`src/rtl/prelude_boot_ctrl.sv`:
```
// Host-facing run/load controller for the prelude core: decodes a byte command
// stream, loads instruction memory and gates core execution (run/halt/step/clear).
module prelude_boot_ctrl #(
    parameter int ADDR_W = 8,
    parameter int DATA_W = 8
) (
    input  logic              clk,
    input  logic              reset,
    input  logic              cmd_valid,
    input  logic [7:0]        cmd_data,
    output logic              cmd_ready,
    output logic              rsp_valid,
    output logic [7:0]        rsp_data,
    input  logic              rsp_ready,
    output logic              imem_we,
    output logic [ADDR_W-1:0] imem_addr,
    output logic [DATA_W-1:0] imem_wdata,
    output logic              cpu_en,
    output logic              cpu_clear,
    input  logic [ADDR_W-1:0] cpu_pc
);

    localparam int CNT_W = ADDR_W + 1;

    localparam logic [7:0] CMD_LOAD  = 8'h4C;
    localparam logic [7:0] CMD_RUN   = 8'h52;
    localparam logic [7:0] CMD_HALT  = 8'h48;
    localparam logic [7:0] CMD_STEP  = 8'h53;
    localparam logic [7:0] CMD_PC    = 8'h50;
    localparam logic [7:0] CMD_CLEAR = 8'h43;

    localparam logic [7:0] RSP_ACK = 8'h06;
    localparam logic [7:0] RSP_NAK = 8'h15;
    localparam logic [7:0] RSP_UNK = 8'h3F;

    typedef enum logic [1:0] {
        IDLE,
        LEN,
        DATA,
        RESP
    } state_t;

    state_t           state;
    logic             run;
    logic             step_pulse;
    logic [CNT_W-1:0] count;

    logic             accept;
    logic [7:0]       pc_byte;
    logic [CNT_W-1:0] len_count;
    logic [7:0]       idle_rsp;

    assign accept = cmd_valid & cmd_ready;

    // PC readback is one byte wide regardless of the address width.
    generate
        if (ADDR_W >= 8) begin : g_pc_trunc
            assign pc_byte = cpu_pc[7:0];
        end else begin : g_pc_ext
            assign pc_byte = {{(8 - ADDR_W){1'b0}}, cpu_pc};
        end
    endgenerate

    // A length byte of zero means a full memory image.
    assign len_count = (cmd_data == 8'd0) ? {1'b1, {ADDR_W{1'b0}}} : CNT_W'(cmd_data);

    always_comb begin
        idle_rsp = RSP_UNK;
        case (cmd_data)
            CMD_RUN:   idle_rsp = RSP_ACK;
            CMD_HALT:  idle_rsp = RSP_ACK;
            CMD_STEP:  idle_rsp = run ? RSP_NAK : RSP_ACK;
            CMD_PC:    idle_rsp = pc_byte;
            CMD_CLEAR: idle_rsp = RSP_ACK;
            default:   idle_rsp = RSP_UNK;
        endcase
    end

    assign imem_we    = (state == DATA) & accept;
    assign imem_wdata = imem_we ? DATA_W'(cmd_data) : '0;

    // The core never advances while a load is in flight or while its PC is being cleared.
    assign cpu_en = (run | step_pulse) & ~cpu_clear & ((state == IDLE) | (state == RESP));

    // NOTE: all state here is updated with non-blocking assignments so every
    // decision below sees the pre-edge values of its neighbours.
    always_ff @(posedge clk or negedge reset) begin
        if (!reset) begin
            state      <= IDLE;
            run        <= 1'b0;
            step_pulse <= 1'b0;
            cpu_clear  <= 1'b0;
            cmd_ready  <= 1'b0;
            rsp_valid  <= 1'b0;
            rsp_data   <= 8'd0;
            imem_addr  <= '0;
            count      <= '0;
        end else begin
            step_pulse <= 1'b0;
            cpu_clear  <= 1'b0;
            case (state)
                IDLE: begin
                    cmd_ready <= 1'b1;
                    if (accept) begin
                        if (cmd_data == CMD_LOAD) begin
                            run   <= 1'b0;
                            state <= LEN;
                        end else begin
                            state     <= RESP;
                            cmd_ready <= 1'b0;
                            rsp_valid <= 1'b1;
                            rsp_data  <= idle_rsp;
                            case (cmd_data)
                                CMD_RUN:   run        <= 1'b1;
                                CMD_HALT:  run        <= 1'b0;
                                CMD_STEP:  step_pulse <= ~run;
                                CMD_CLEAR: cpu_clear  <= 1'b1;
                                default:   ;
                            endcase
                        end
                    end
                end
                LEN: begin
                    cmd_ready <= 1'b1;
                    if (accept) begin
                        count     <= len_count;
                        imem_addr <= '0;
                        state     <= DATA;
                    end
                end
                DATA: begin
                    cmd_ready <= 1'b1;
                    if (accept) begin
                        imem_addr <= imem_addr + ADDR_W'(1);
                        count     <= count - CNT_W'(1);
                        if (count == CNT_W'(1)) begin
                            cpu_clear <= 1'b1;
                            state     <= RESP;
                            cmd_ready <= 1'b0;
                            rsp_valid <= 1'b1;
                            rsp_data  <= RSP_ACK;
                        end
                    end
                end
                RESP: begin
                    // Response drains before any new byte is taken.
                    if (rsp_ready) begin
                        rsp_valid <= 1'b0;
                        cmd_ready <= 1'b1;
                        state     <= IDLE;
                    end else begin
                        cmd_ready <= 1'b0;
                    end
                end
                default: begin
                    state     <= IDLE;
                    cmd_ready <= 1'b0;
                    rsp_valid <= 1'b0;
                end
            endcase
        end
    end

endmodule
```
`config.mk`:
```
export PLATFORM = sky130hd
export DESIGN_NAME = prelude_boot_ctrl
export DESIGN_NICKNAME = d
export VERILOG_FILES = /design/src/rtl/prelude_boot_ctrl.sv
export SDC_FILE = /design/constraint.sdc
export NUM_CORES = 1
export LEC_CHECK = 0
export ABC_AREA = 1
export BUFFER_PORTS_ARGS = -buffer_cell sky130_fd_sc_hd__buf_2
export CELL_PAD_IN_SITES_DETAIL_PLACEMENT = 0
export CELL_PAD_IN_SITES_GLOBAL_PLACEMENT = 1
export CORE_ASPECT_RATIO = 0.8
export CORE_MARGIN = 2
export CORE_UTILIZATION = 38
export DETAILED_ROUTE_END_ITERATION = 8
export PLACE_DENSITY_LB_ADDON = 0.1
export SYNTH_ARGS = -nofsm -noshare
export SYNTH_HDL_FRONTEND = slang
export SYNTH_SLANG_ARGS = --single-unit
```
`constraint.sdc`:
```
create_clock -name clk -period 2.1 [get_ports clk]
set_input_delay 0.42 -clock clk [delete_from_list [all_inputs] [get_ports clk]]
set_output_delay 0.42 -clock clk [all_outputs]
set_load 0.01 [all_outputs]
```
==> Word-level counts from Yosys, hierarchy flattened <==
Index checks and enable logic that the tools add are counted.
{ "word_totals": {"latchBits": 0, "word_cells": 93, "memories": 0, "regBits": 32, "rom_bits": 0, "mem_bits_rw": 0} }
{ "classes": {"bitwise": 8, "add_sub_neg": 2, "shifts": 0, "mul": 0, "n_reduce_logical": 12, "eq_ne": 16, "n_mux": 46, "magnitude_cmp": 0, "div": 0} }
{ "op_table": {"columns": ["op", "count"], "rows": [
  ["$mux W8", 7],
  ["$eq A8 B7 Y1 const B", 6],
  ["$pmux W8 S2", 2],
  ["$mux W9", 3],
  ["$pmux W8 S3", 1],
  ["$mux W1", 20],
  ["$pmux W9 S2", 1],
  ["$mux W2", 6],
  ["$ne A2 B2 Y1 const B", 5],
  ["$reduce_and A5 Y1", 2],
  ["$eq A9 B1 Y1 const B", 1],
  ["$sub A9 B1 Y9 const B", 1],
  ["$add A8 B1 Y8 const B", 1],
  ["$logic_not A8 Y1", 1],
  ["$pmux W2 S4", 1],
  ["$reduce_and A3 Y1", 2],
  ["$reduce_and A6 Y1", 1],
  ["$reduce_bool A3 Y1", 2],
  ["$mux W5", 1],
  ["$and A1 B1 Y1", 4],
  ["$eq A2 B2 Y1 const B", 2],
  ["$pmux W1 S2", 2],
  ["$pmux W1 S4", 1],
  ["$reduce_bool A2 Y1", 2],
  ["7 further kinds", 9]
]} }

==> Logic depth before layout (Yosys ltp) <==
{ "depth": {"ltp_word": 6, "depth_mapped": 10, "ltp_nobuf": 10} }

==> Worst setup path after synthesis <==
Ideal clock, no wire load.
{ "synth_path": {"path_kind": "register to output", "from": "register state[0]", "to": "output port imem_wdata[0]", "stages_incl_launch_ff": 8, "arrival_time_ns": 1.353, "setup_slack_ns": 0.327, "cell_sequence": "dfrtp_1 > inv_1 > ha_1 > inv_2 > nor2_8 > inv_4 > buf_2 > nor2_1"} }
{ "synth_via": {"elab_chain_len": 3} }
{ "synth_rtl": {"columns": ["item", "line", "rtl"], "rows": [
  ["start: declaration", "43", "state_t state;"],
  ["start signal: assignment", "89", "state <= IDLE;"],
  ["start signal: assignment", "107", "state <= LEN;"],
  ["start signal: assignment", "109", "state <= RESP;"],
  ["$eq A2 B2 Y1", "79", "assign imem_we = (state == DATA) & accept;"],
  ["$and A1 B1 Y1", "79", null],
  ["net imem_we", "15", "output logic imem_we,"],
  ["$mux W8", "80", "assign imem_wdata = imem_we ? DATA_W'(cmd_data) : '0;"],
  ["end: declaration", "17", "output logic [DATA_W-1:0] imem_wdata,"]
]} }
The timed path passes the listed nets, and every way through them passes these cells.

==> Worst setup path after layout <==
{ "layout_path": {"from": "register state[0]", "to": "output port imem_wdata[7]"} }
{ "layout_via": {"elab_chain_len": 3} }
{ "layout_rtl": {"columns": ["item", "line"], "rows": [
  ["$eq A2 B2 Y1", "79"],
  ["$and A1 B1 Y1", "79"],
  ["$mux W8", "80"]
]} }
Every way passes these cells.

==> flow_metrics.tcl <==
set metrics [dict create \
    outcome "completed" \
    wire_per_inst_um 12.7 \
    synth_cell_types 33 \
    skew_ns 0.0102 \
    wirelength_mm 5.21 \
    start_kind "flop" \
    antenna_found_initial 0 \
    rows 23 \
    yosysTopAreaCellShare_pct 38.9 \
    core_sq_um 5120 \
    synthMostInstantiatedCell "nand2_1" \
    die_area_sq_um 6020 \
    holdWs_ns 0.193 \
    power_leakage_nw 1.38 \
    syn_area_sq_um 2060 \
    yosys_register_bits 32 \
    grt.total_usage_pct 19.1 \
    setup_slack_ns 0.104 \
    ios 49 \
    synth_edf_count 0 \
    p_int_mw 1.83 \
    maxSlewHeadroom_pct 49.3 \
    diodes 0 \
    required_ns 1.68 \
    drtAntennaViolNets 0 \
    fmax_mhz 501 \
    setup_violations 0 \
    maxCapViolations 0 \
    instances_no_fill 410 \
    area_growth_pct 21.0 \
    clkPwrFrac_pct 18.2 \
    yosys_warnings 0 \
    final_layout_size_suffix_gt1_share_pct 21.8 \
    postSynthCellCount 292 \
    synthTopCellsByArea "dfrtp_1, nand2_1, inv_1" \
    synthArstFlopShare_pct 100 \
    multiInputGateArea_sq_um 1060 \
    min_period_ns 2.00 \
    critPathArrivalTime_ns 1.58 \
    ctsResizeCount 0 \
    cts.clk_slew.worst_paths_ns 0.08 \
    vias_per_cell 4.76 \
    nNetsFinal 374 \
    port_buffers 48 \
    yosys.area.top_type "dfrtp_1" \
    combPwrFrac_pct 50.3 \
    pwr-share-seq_pct 31.4 \
    p_switching_mw 1.48 \
    routed-via-count 1951 \
    final-seq-area_sq_um 801 \
    synth_ff_type "dfrtp_1" \
    end_kind "output pin" \
    finalCritPeriodShare_pct 95.1 \
    fillers 530 \
    path_max_fanout 16 \
    pre_cts_ws_ns 0.393 \
    cts-root-buf "clkbuf_8" \
    cts_buffer_depth 2 \
    die_h_um 69.8 \
    dpl.hpwl_mm 3.96 \
    yosysSeqAreaShare_pct 38.9 \
    htree_num_levels 2 \
    gp_congestion 0.881 \
    maxSlewViolCount 0 \
    hold_class "in2async" \
    start_util_pct 40.2 \
    p_per_area_nw_per_um2 1330 \
    finalHoldViolCount 0 \
    cts_sinks 32 \
    cts-buffers-inserted 5 \
    grt_max_degree 33 \
    synth_common_cells "nand2_1, inv_1, nor2_1, dfrtp_1, o21ai_0" \
    clock_latency_ns 0.29 \
    swShare_pct 44.8 \
    synth_area_per_cell_sq_um 7.05 \
    ir_drop_mv 0.408 \
    syn-num-nets 319 \
    dp_cells 400 \
    rsz0062_at_grt "no" \
    cts_tree "done" \
    fin_setup_tns_ns 0 \
    drt-pass1-iter-count 4 \
    drt_iter0_drc 91 \
    fp.dieW_um 86.3 \
    grt_pass1_wl_mm 9.16 \
    crit_type "reg2out" \
    drc 0 \
    grt_pass1_vias 1868 \
    worstMarginPinSlew_ns 0.760 \
    grt_overflow 0 \
]
==> registers in the layout (all words and copies together), names as in the netlist <==
signal,cells
cmd_ready,1
count,9
cpu_clear,1
imem_addr,8
rsp_data,8
rsp_valid,1
run,1
state,2
step_pulse,1
==> cells in the final DEF (no fill, tap or decap), types with 2 or more instances in the layout <==
cell type / Yosys / routed
o21ai_0: 27 / 27
dfrtp_1: 32 / 32
inv_1: 40 / 40
nand2_2: 4 / 4
nand4_1: 4 / 4
inv_2: 4 / 4
nand2_1: 76 / 76
buf_2: 3 / 48
nand3_1: 22 / 22
a31oi_1: 2 / 2
o211ai_1: 2 / 2
nor2_1: 40 / 40
clkbuf_8: 0 / 5
a21oi_1: 3 / 3
nor3_1: 3 / 3
o22ai_1: 2 / 2
ha_1: 7 / 7
o21ai_1: 5 / 5
buf_4: 0 / 4
==> what timing repair did <==
action / in CTS / in global routing
hold buffers: 0 / 0
setup endpoints to repair: 0 / 1
buffers inserted: 0 / 2
==> kinds of logic (layout without fill, tap and decap cells) <==
family / after synthesis / count (layout) / synth area share, %
adder cells (fa/ha/maj): 7 / 7 / 4.26
buffers and inverters: 49 / 105 / 9.60
multiplexers: 1 / 1 / 0.486
AND/OR/NAND/NOR: 156 / 156 / 33.9
flip-flops: 32 / 32 / 38.9
XOR/XNOR: 2 / 2 / 0.851
AO/OA/AOI/OAI: 45 / 45 / 12.0
==> layer usage <==
layer  vias to the layer above  wire length (um)  GRT usage (%)
met1                       859              2840           29.3
met3                         2               262           3.81
met4                         0                20           4.17
li1                       1038                 -              -
met2                        52              2090           27.4
met5                         -                 0              0
==> final cells by class <==
type	instances	area share, %
multi-input cells	211	42.5
flip-flops and latches	32	32.1
repair buffers	52	10.8
inverters	45	6.88
well taps	62	3.11
clock buffers	5	2.76
clock inverters	3	1.71
==> critical path: stages (launching register included) <==
cell and delay [ns]:
dfrtp_1 0.41, inv_1 0.09, ha_1 0.19, inv_2 0.07, nor2_8 0.16, inv_4 0.11
nor2_1 0.11, buf_2 0.14
==> path summary, 6_finish.rpt <==
kind / start / end / slack (ns) / depth (start not counted)
max: state[0] / imem_wdata[7] / 0.10 / 7
min: reset / imem_addr[5] / 0.19 / 1
max reg2reg: state[0] / count[5] / 0.40 / 10
min reg2reg: rsp_data[6] / rsp_data[6] / 0.47 / 2
max in group asynchronous: reset / run / 1.41 / 1
min in group clk: cpu_pc[6] / rsp_data[6] / 0.36 / 3
==> stage by stage <==
stage          area (sq um)  util, %  power (mW)
2_1_floorplan          2060        -        2.21
3_3_place_gp           2360     46.2        2.68
3_5_place_dp           2360     46.2        2.69
4_1_cts                2480     48.3        3.32
5_1_grt                2490     48.6        3.66
6_report               2490     48.6        3.31
==> power groups by stage <==
stage,sequential [mW],combinational (mW),clock (mW)
finish,1.04,1.66,0.603
global placement,1.04,1.64,0
detailed placement,1.05,1.64,0
floorplan,1.09,1.12,0
CTS,1.04,1.65,0.620
global route,1.08,1.93,0.658
(Power assumes the default switching activity.)
